File: config.mk
export PLATFORM = sky130hd
export DESIGN_NAME = hevc_luma_fir_pipe
export DESIGN_NICKNAME = d
export VERILOG_FILES = /design/src/rtl/hevc_luma_fir_pipe.sv
export SDC_FILE = /design/constraint.sdc
export NUM_CORES = 1
export LEC_CHECK = 0
export BUFFER_PORTS_ARGS = -buffer_cell sky130_fd_sc_hd__buf_2
export CORE_MARGIN = 3
export CORE_UTILIZATION = 39
export DETAILED_ROUTE_END_ITERATION = 6
export SETUP_SLACK_MARGIN = 0.1
export SLEW_MARGIN = 0
export SYNTH_ARGS = -nofsm -noshare
export SYNTH_HDL_FRONTEND = slang
export SYNTH_SLANG_ARGS = --single-unit
File: constraint.sdc
create_clock -name clock -period 9.7 [get_ports clock]
set_input_delay 0.485 -clock clock [delete_from_list [all_inputs] [get_ports clock]]
set_output_delay 0.485 -clock clock [all_outputs]
set_load 0.005 [all_outputs]
File: src/rtl/hevc_luma_fir_pipe.sv
// rtl/hevc_luma_fir_pipe.sv - pipelined 8-tap HEVC luma sub-pel filter, phase selected per sample
// Three register stages (partial products, sum, output) behind valid/ready; stalls back-pressure stage by stage.
module hevc_luma_fir_pipe #(
  parameter int BIT_DEPTH = 8,
  parameter int TAG_W     = 8,
  parameter int ACC_W     = 16
) (
  input  logic                   clock,
  input  logic                   reset,
  input  logic                   in_valid,
  output logic                   in_ready,
  input  logic [8*BIT_DEPTH-1:0] in_pixels,
  input  logic [1:0]             in_frac,
  input  logic                   in_clip_en,
  input  logic [TAG_W-1:0]       in_tag,
  output logic                   out_valid,
  input  logic                   out_ready,
  output logic [ACC_W-1:0]       out_sample,
  output logic [TAG_W-1:0]       out_tag
);

  localparam int PP_W = BIT_DEPTH + 8;

  typedef logic signed [PP_W-1:0]  pp_t;
  typedef logic signed [ACC_W-1:0] acc_t;

  localparam acc_t RND_BIAS = acc_t'(32);
  localparam acc_t MAX_PIX  = acc_t'((1 << BIT_DEPTH) - 1);

  // Stage load enables: a stage takes new data when it is empty or its content moves on.
  logic s1_load, s2_load, s3_load;
  logic s1_valid, s2_valid;

  assign s3_load  = !out_valid || out_ready;
  assign s2_load  = !s2_valid || s3_load;
  assign s1_load  = !s1_valid || s2_load;
  assign in_ready = s1_load;

  pp_t px   [8];
  pp_t pr   [4];
  pp_t pp_d [8];

  always_comb begin
    for (int i = 0; i < 8; i++) begin
      px[i]   = {8'b0, in_pixels[i*BIT_DEPTH +: BIT_DEPTH]};
      pp_d[i] = '0;
    end
    for (int i = 0; i < 4; i++) begin
      pr[i] = px[i] + px[7-i];
    end
    case (in_frac)
      2'd0: begin
        pp_d[3] = px[3] <<< 6;
      end
      2'd1: begin
        pp_d[0] = -px[0];
        pp_d[1] = px[1] <<< 2;
        pp_d[2] = -((px[2] <<< 3) + (px[2] <<< 1));
        pp_d[3] = (px[3] <<< 6) - (px[3] <<< 2) - (px[3] <<< 1);
        pp_d[4] = (px[4] <<< 4) + px[4];
        pp_d[5] = -((px[5] <<< 2) + px[5]);
        pp_d[6] = px[6];
      end
      2'd2: begin
        // Half-pel is symmetric: fold the tap pairs first, then weight 4 sums.
        pp_d[0] = -pr[0];
        pp_d[1] = pr[1] <<< 2;
        pp_d[2] = -((pr[2] <<< 3) + (pr[2] <<< 1) + pr[2]);
        pp_d[3] = (pr[3] <<< 5) + (pr[3] <<< 3);
      end
      default: begin
        pp_d[1] = px[1];
        pp_d[2] = -((px[2] <<< 2) + px[2]);
        pp_d[3] = (px[3] <<< 4) + px[3];
        pp_d[4] = (px[4] <<< 6) - (px[4] <<< 2) - (px[4] <<< 1);
        pp_d[5] = -((px[5] <<< 3) + (px[5] <<< 1));
        pp_d[6] = px[6] <<< 2;
        pp_d[7] = -px[7];
      end
    endcase
  end

  pp_t              s1_pp [8];
  logic [1:0]       s1_frac;
  logic             s1_clip;
  logic [TAG_W-1:0] s1_tag;

  always_ff @(posedge clock or posedge reset) begin
    if (reset) begin
      s1_valid <= 1'b0;
      s1_frac  <= '0;
      s1_clip  <= 1'b0;
      s1_tag   <= '0;
      for (int i = 0; i < 8; i++) s1_pp[i] <= '0;
    end else if (s1_load) begin
      s1_valid <= in_valid;
      if (in_valid) begin
        s1_frac <= in_frac;
        s1_clip <= in_clip_en;
        s1_tag  <= in_tag;
        for (int i = 0; i < 8; i++) s1_pp[i] <= pp_d[i];
      end
    end
  end

  acc_t sum_d;

  always_comb begin
    sum_d = '0;
    for (int i = 0; i < 8; i++) begin
      if (s1_frac != 2'd2 || i < 4) sum_d = sum_d + acc_t'(s1_pp[i]);
    end
  end

  acc_t             s2_sum;
  logic             s2_clip;
  logic [TAG_W-1:0] s2_tag;

  always_ff @(posedge clock or posedge reset) begin
    if (reset) begin
      s2_valid <= 1'b0;
      s2_sum   <= '0;
      s2_clip  <= 1'b0;
      s2_tag   <= '0;
    end else if (s2_load) begin
      s2_valid <= s1_valid;
      if (s1_valid) begin
        s2_sum  <= sum_d;
        s2_clip <= s1_clip;
        s2_tag  <= s1_tag;
      end
    end
  end

  acc_t rnd, res;

  // Final samples round and clamp to pixel range; intermediates only drop extra precision.
  always_comb begin
    rnd = (s2_sum + RND_BIAS) >>> 6;
    res = s2_sum >>> (BIT_DEPTH - 8);
    if (s2_clip) begin
      if (rnd[ACC_W-1])      res = '0;
      else if (rnd > MAX_PIX) res = MAX_PIX;
      else                    res = rnd;
    end
  end

  always_ff @(posedge clock or posedge reset) begin
    if (reset) begin
      out_valid  <= 1'b0;
      out_sample <= '0;
      out_tag    <= '0;
    end else if (s3_load) begin
      out_valid <= s2_valid;
      if (s2_valid) begin
        out_sample <= res;
        out_tag    <= s2_tag;
      end
    end
  end

endmodule

After elaboration in Yosys (flattened, before gate mapping)
Index checks and enable logic that the tools add are counted.

Bits in registers: 191. Latch bits: 0. RAM bits: 0. Bits in read-only memories: 0. Input port bits: 79. Output and inout bits: 26. Logic and storage cells: 80. Memories: 0.

$add $sub $neg: 33. Multipliers: 0. Div/mod/pow operators: 0. Order comparisons: 1. Equal/unequal tests: 3. Shift-type cells: 0. Muxes and demuxes: 12. Bitwise gates (word level): 0. Reductions and logical operators: 12.

Operator list (count): adder 16 bit (7); two-way mux 16 bit (6); one-hot mux 48 bit (2 select lines) (1); one-hot mux 27 bit (3 select lines) (1); one-hot mux 16 bit (3 select lines) (1); adder 8 x 8 -> 9 bit (4); negator 11 -> 16 bit (2); negator 12 -> 16 bit (2); negator 8 -> 16 bit (2); one-hot mux 16 bit (2 select lines) (1); subtractor 15 x 10 -> 16 bit (2); subtractor 14 x 10 -> 15 bit (2); adder 12 x 8 -> 13 bit (2); adder 11 x 9 -> 12 bit (2); adder 10 x 8 -> 11 bit (2); two-way mux 9 bit (2); adder 16 x 7 -> 16 bit (second input constant) (1); negator 14 -> 16 bit (1); negator 9 -> 16 bit (1); adder 14 x 12 -> 15 bit (1); adder 13 x 9 -> 14 bit (1); adder 12 x 10 -> 13 bit (1); greater-than comparator 10 x 9 -> 1 bit (second input constant) (1); AND reduction 2 bit (3); other kinds (8) (12).

Depth between registers and ports, before layout
Depth in word-level cells: 11. Mapped depth: 39. Gate-level depth less buffers: 39.

Worst setup path after synthesis
No wires, ideal clock.

Kind: flip-flop to flip-flop. Start point: register s1_pp[81] in the netlist's numbering. End point: register s2_sum[15]. Library setup time: 121 ps. Arrival: 7652 ps. Data required time: 9579 ps. Slack: 1927 ps. Cell stages (with the launch flop): 40. Path buffers: 0. Clock period less this slack: 7773 ps. Cells stage by stage: dfrtp_1 > inv_1 > fa_1 > fa_1 > inv_1 > ha_1 > fa_1 > a21o_1 > a21oi_1 > xnor2_1 > ha_1 > and2_1 > a221o_1 > a21o_1 > a21o_1 > xnor2_1 > o21ai_0 > ha_1 > [4 not listed] > o21ai_0 > ha_1 > and3_1 > a21oi_1 > o21ai_0 > nor2_1 > a211o_1 > nor2_1 > xor2_1 > a21o_1 > ha_1 > or2_2 > a21oi_1 > a31oi_1 > xnor2_1 > nand2_1 > xnor2_1 > o21ai_1.

Longest elaborated chain between the ends: 10.

RTL lines: start: declaration (line 83) `pp_t s1_pp [8];`; adder 16 bit (*) (2 in series) (line 111) `if (s1_frac != 2'd2 || i < 4) sum_d = sum_d + acc_t'(s1_pp[i]);`; adder 16 bit (line 111); two-way mux 16 bit (*) (line 111); adder 16 bit (line 111); two-way mux 16 bit (*) (line 111); adder 16 bit (line 111); two-way mux 16 bit (*) (line 111); adder 16 bit (line 111); two-way mux 16 bit (*) (line 111); end signal: assignment (line 128) `s2_sum <= sum_d;`; end: declaration (line 115) `acc_t s2_sum;`.

Every way passes the cells marked *; elsewhere a longest branch is shown, timed or not. A chain may end at the register's enable or synchronous reset.

Worst setup path after layout
Ends and elaborated chain as after synthesis.

==> impl_metrics.ini <==
[run_status]
status = completed

[synth]
synth_top_family_by_area = compound AO/OA/AOI/OAI gates
synthXorXnorAreaFrac_pct = 10.00
synth_top_cell_by_area = dfrtp_1
synthSimpleGateAreaFrac_pct = 14.02
yosysWarnings = 0
yosys-top-cells-count = ha_1 (228), nand2_1 (204), inv_1 (191), dfrtp_1 (179), a21oi_1 (145)
synth_area_leaders = dfrtp_1 (25%), ha_1 (16%), xnor2_1 (7.0%)
yosysSeqAreaShare_pct = 25.06
yosys.area.top_type_share_pct = 25.06
synth-adder-area-share_pct = 20.77
avgSynthCellArea_um2 = 8.521
synth_enable_flop_cells = 0
synth.distinct_cells = 83
synthesis.area_um2 = 17880
synth_top_flop_cell = dfrtp_1
ys_async_sr_fraction_pct = 100.0
syn_inst = 2098
ys_seq_elements = 179
synth_compound_area_share_pct = 21.72
syn_nets = 2448
yosysMostFrequentCell = ha_1
synthMuxAreaShare_pct = 2.534

[grt]
grt_max_degree = 107
use_met2_pct = 34.26
antenna_found_initial = 4
grt_pass1_vias = 15130
grt_pass1_wl_um = 81250
use_met3_pct = 2.606
overflow = 0
grtUsageMet1_pct = 29.99
grt_usage_pct = 21.08
grt_busiest_layer = met2

[critical_path]
crit_buf_inv = 2
critical_path_class = reg -> reg
crit_path_end_kind = flip-flop
cp_slowest_cell = fa_1
max_stage_delay_ns = 0.51
critPathLaunchType = flip-flop
cp.required_ns = 10.02
cpLargestDelayFamily = adder cells
cp_max_fo = 6
crit_arrival_ns = 8.88
cp_common_cell = ha_1

[place]
portBuffers = 104
place_hpwl_um = 39420
place_area_um2 = 18920
gp_congestion = 0.8707

[route]
drt_first_iter_violations = 986
drc = 0
wl_um = 50410
vias = 15220
routedWlPerCell_um = 18.29
via_per_inst = 5.522
ant_nets = 0
firstDrtPassIters = 6

[timing]
worst_pin_slew_ns = 0.9904
slew-limit-headroom_pct = 33.97
clock_skew_ns = 0.01470
post-route-min-period_ns = 8.554
clock.fmax_mhz = 116.9
fin_crit_sh_pct = 88.19
fin_tns_setup_ns = 0
setup_viol = 0
whs_ns = 0.2260
slew_viol_final = 0
final_hold_viol_count = 0
grt_setup_unrepaired = no

[clock_tree]
cts_resized = 0
cts_buffers = 17
tritoncts = built
root_buffer = clkbuf_16
clock_latency_ns = 0.46
clock-sinks = 179
htreeDepth = 4
hold_buffers = 0
clk_pin_slew_ns = 0.08
cts.path.max_buffers = 2
postCtsSetupBuffers = 0

[finish]
final_area_um2 = 19510
layout.nets = 2500
finalCoreUtilization_pct = 43.64
drive_gt1_share_pct = 9.339
area_growth_pct = 9.120

[floorplanning]
dieWidth_um = 220.1
start_util_pct = 39.99
die_y_um = 220.1
dieArea_um2 = 48440
ios = 105
rows = 77
core_area_um2 = 44700

[job]
cap_violations = 0

[min_path]
min_path_type = in -> reg
[layout make-up]
class	instances	area (um2)
Clock buffer	18	429.2
Clock inverter	14	155.1
Multi-Input combinational cell	1645	12370
Tap cell	592	740.7
Timing Repair Buffer	115	603.1
Inverter	192	725.7
Fill cell	4492	25200
Antenna cell	2	5.005
Sequential cell	179	4479
[cells in the final DEF, fill, tap and decap left out, types with 15 or more instances in the layout]
cell type / netlist / layout
a211oi_1: 19 / 19
a21o_1: 69 / 69
a21oi_1: 145 / 145
a221oi_1: 32 / 32
a22oi_1: 15 / 15
buf_2: 5 / 104
clkbuf_16: 0 / 17
dfrtp_1: 179 / 179
fa_1: 43 / 43
ha_1: 228 / 227
inv_1: 191 / 190
mux2_2: 26 / 26
mux2i_1: 16 / 16
nand2_1: 204 / 203
nand2b_1: 34 / 34
nand3_1: 46 / 46
nor2_1: 119 / 119
nor2b_1: 24 / 23
nor3_1: 36 / 36
o21ai_0: 127 / 127
o21ai_1: 28 / 28
o21bai_1: 38 / 38
xnor2_1: 142 / 142
xor2_1: 59 / 59
[flip-flops by register name, indices dropped and copies added, names as in the netlist]
signal	flops
out_sample	16
out_tag	8
out_valid	1
s1_clip	1
s1_frac	2
s1_pp	116
s1_tag	8
s1_valid	1
s2_clip	1
s2_sum	16
s2_tag	8
s2_valid	1
[worst register-to-register path: cells and delay by family, from the launching register on]
family                     cells  cell delay (ns)
buffers and inverters          2             0.15
DFF                            1             0.37
AOI/OAI and AO/OA             14             2.33
xor gates and xnor gates       6             0.97
adders and majority gates      8             3.03
and+or+nand+nor                9             1.60
[metal layers]
layer	share of wire (%)	wire, um
met2	45	22490
met4	2.0	1007
met1	49	24710
met3	4.3	2179
met5	0.042	21
[metrics by stage]
stage	cells	worst slack (ns)
finish	2757	1.146
global route	2756	0.4371
CTS	2755	1.155
detailed placement	2723	1.214
global placement	2723	1.393
floorplan	2098	1.927
[cell families (layout without fill, tap and decap cells)]
| kind of cell | count (synthesis) | in the layout |
|---|---|---|
| AOI/OAI and AO/OA | 598 | 598 |
| and+or+nand+nor | 532 | 532 |
| buffers and inverters | 274 | 339 |
| adders and majority gates | 271 | 271 |
| xor gates and xnor gates | 202 | 202 |
| DFF | 179 | 179 |
| muxes | 42 | 42 |
| other | 0 | 2 |
[final timing paths]
kind	from	to	slack [ns]	cells past startpoint
setup / recovery	s1_pp[81]$_DFFE_PP0P_	s2_sum[15]$_DFFE_PP0P_	1.15	39
hold / removal	in_clip_en	s1_clip$_DFFE_PP0P_	0.23	3
setup reg to reg	s1_pp[81]$_DFFE_PP0P_	s2_sum[15]$_DFFE_PP0P_	1.15	39
hold reg to reg	out_sample[2]$_DFFE_PP0P_	out_sample[2]$_DFFE_PP0P_	0.48	2
max in group asynchronous	reset	s1_pp[37]$_DFFE_PP0P_	7.87	3
min in group asynchronous	reset	out_valid$_DFFE_PP0P_	0.25	2
Power is not shown: default switching activity piles up to over one toggle a cycle in this logic, so the estimate is an artifact.
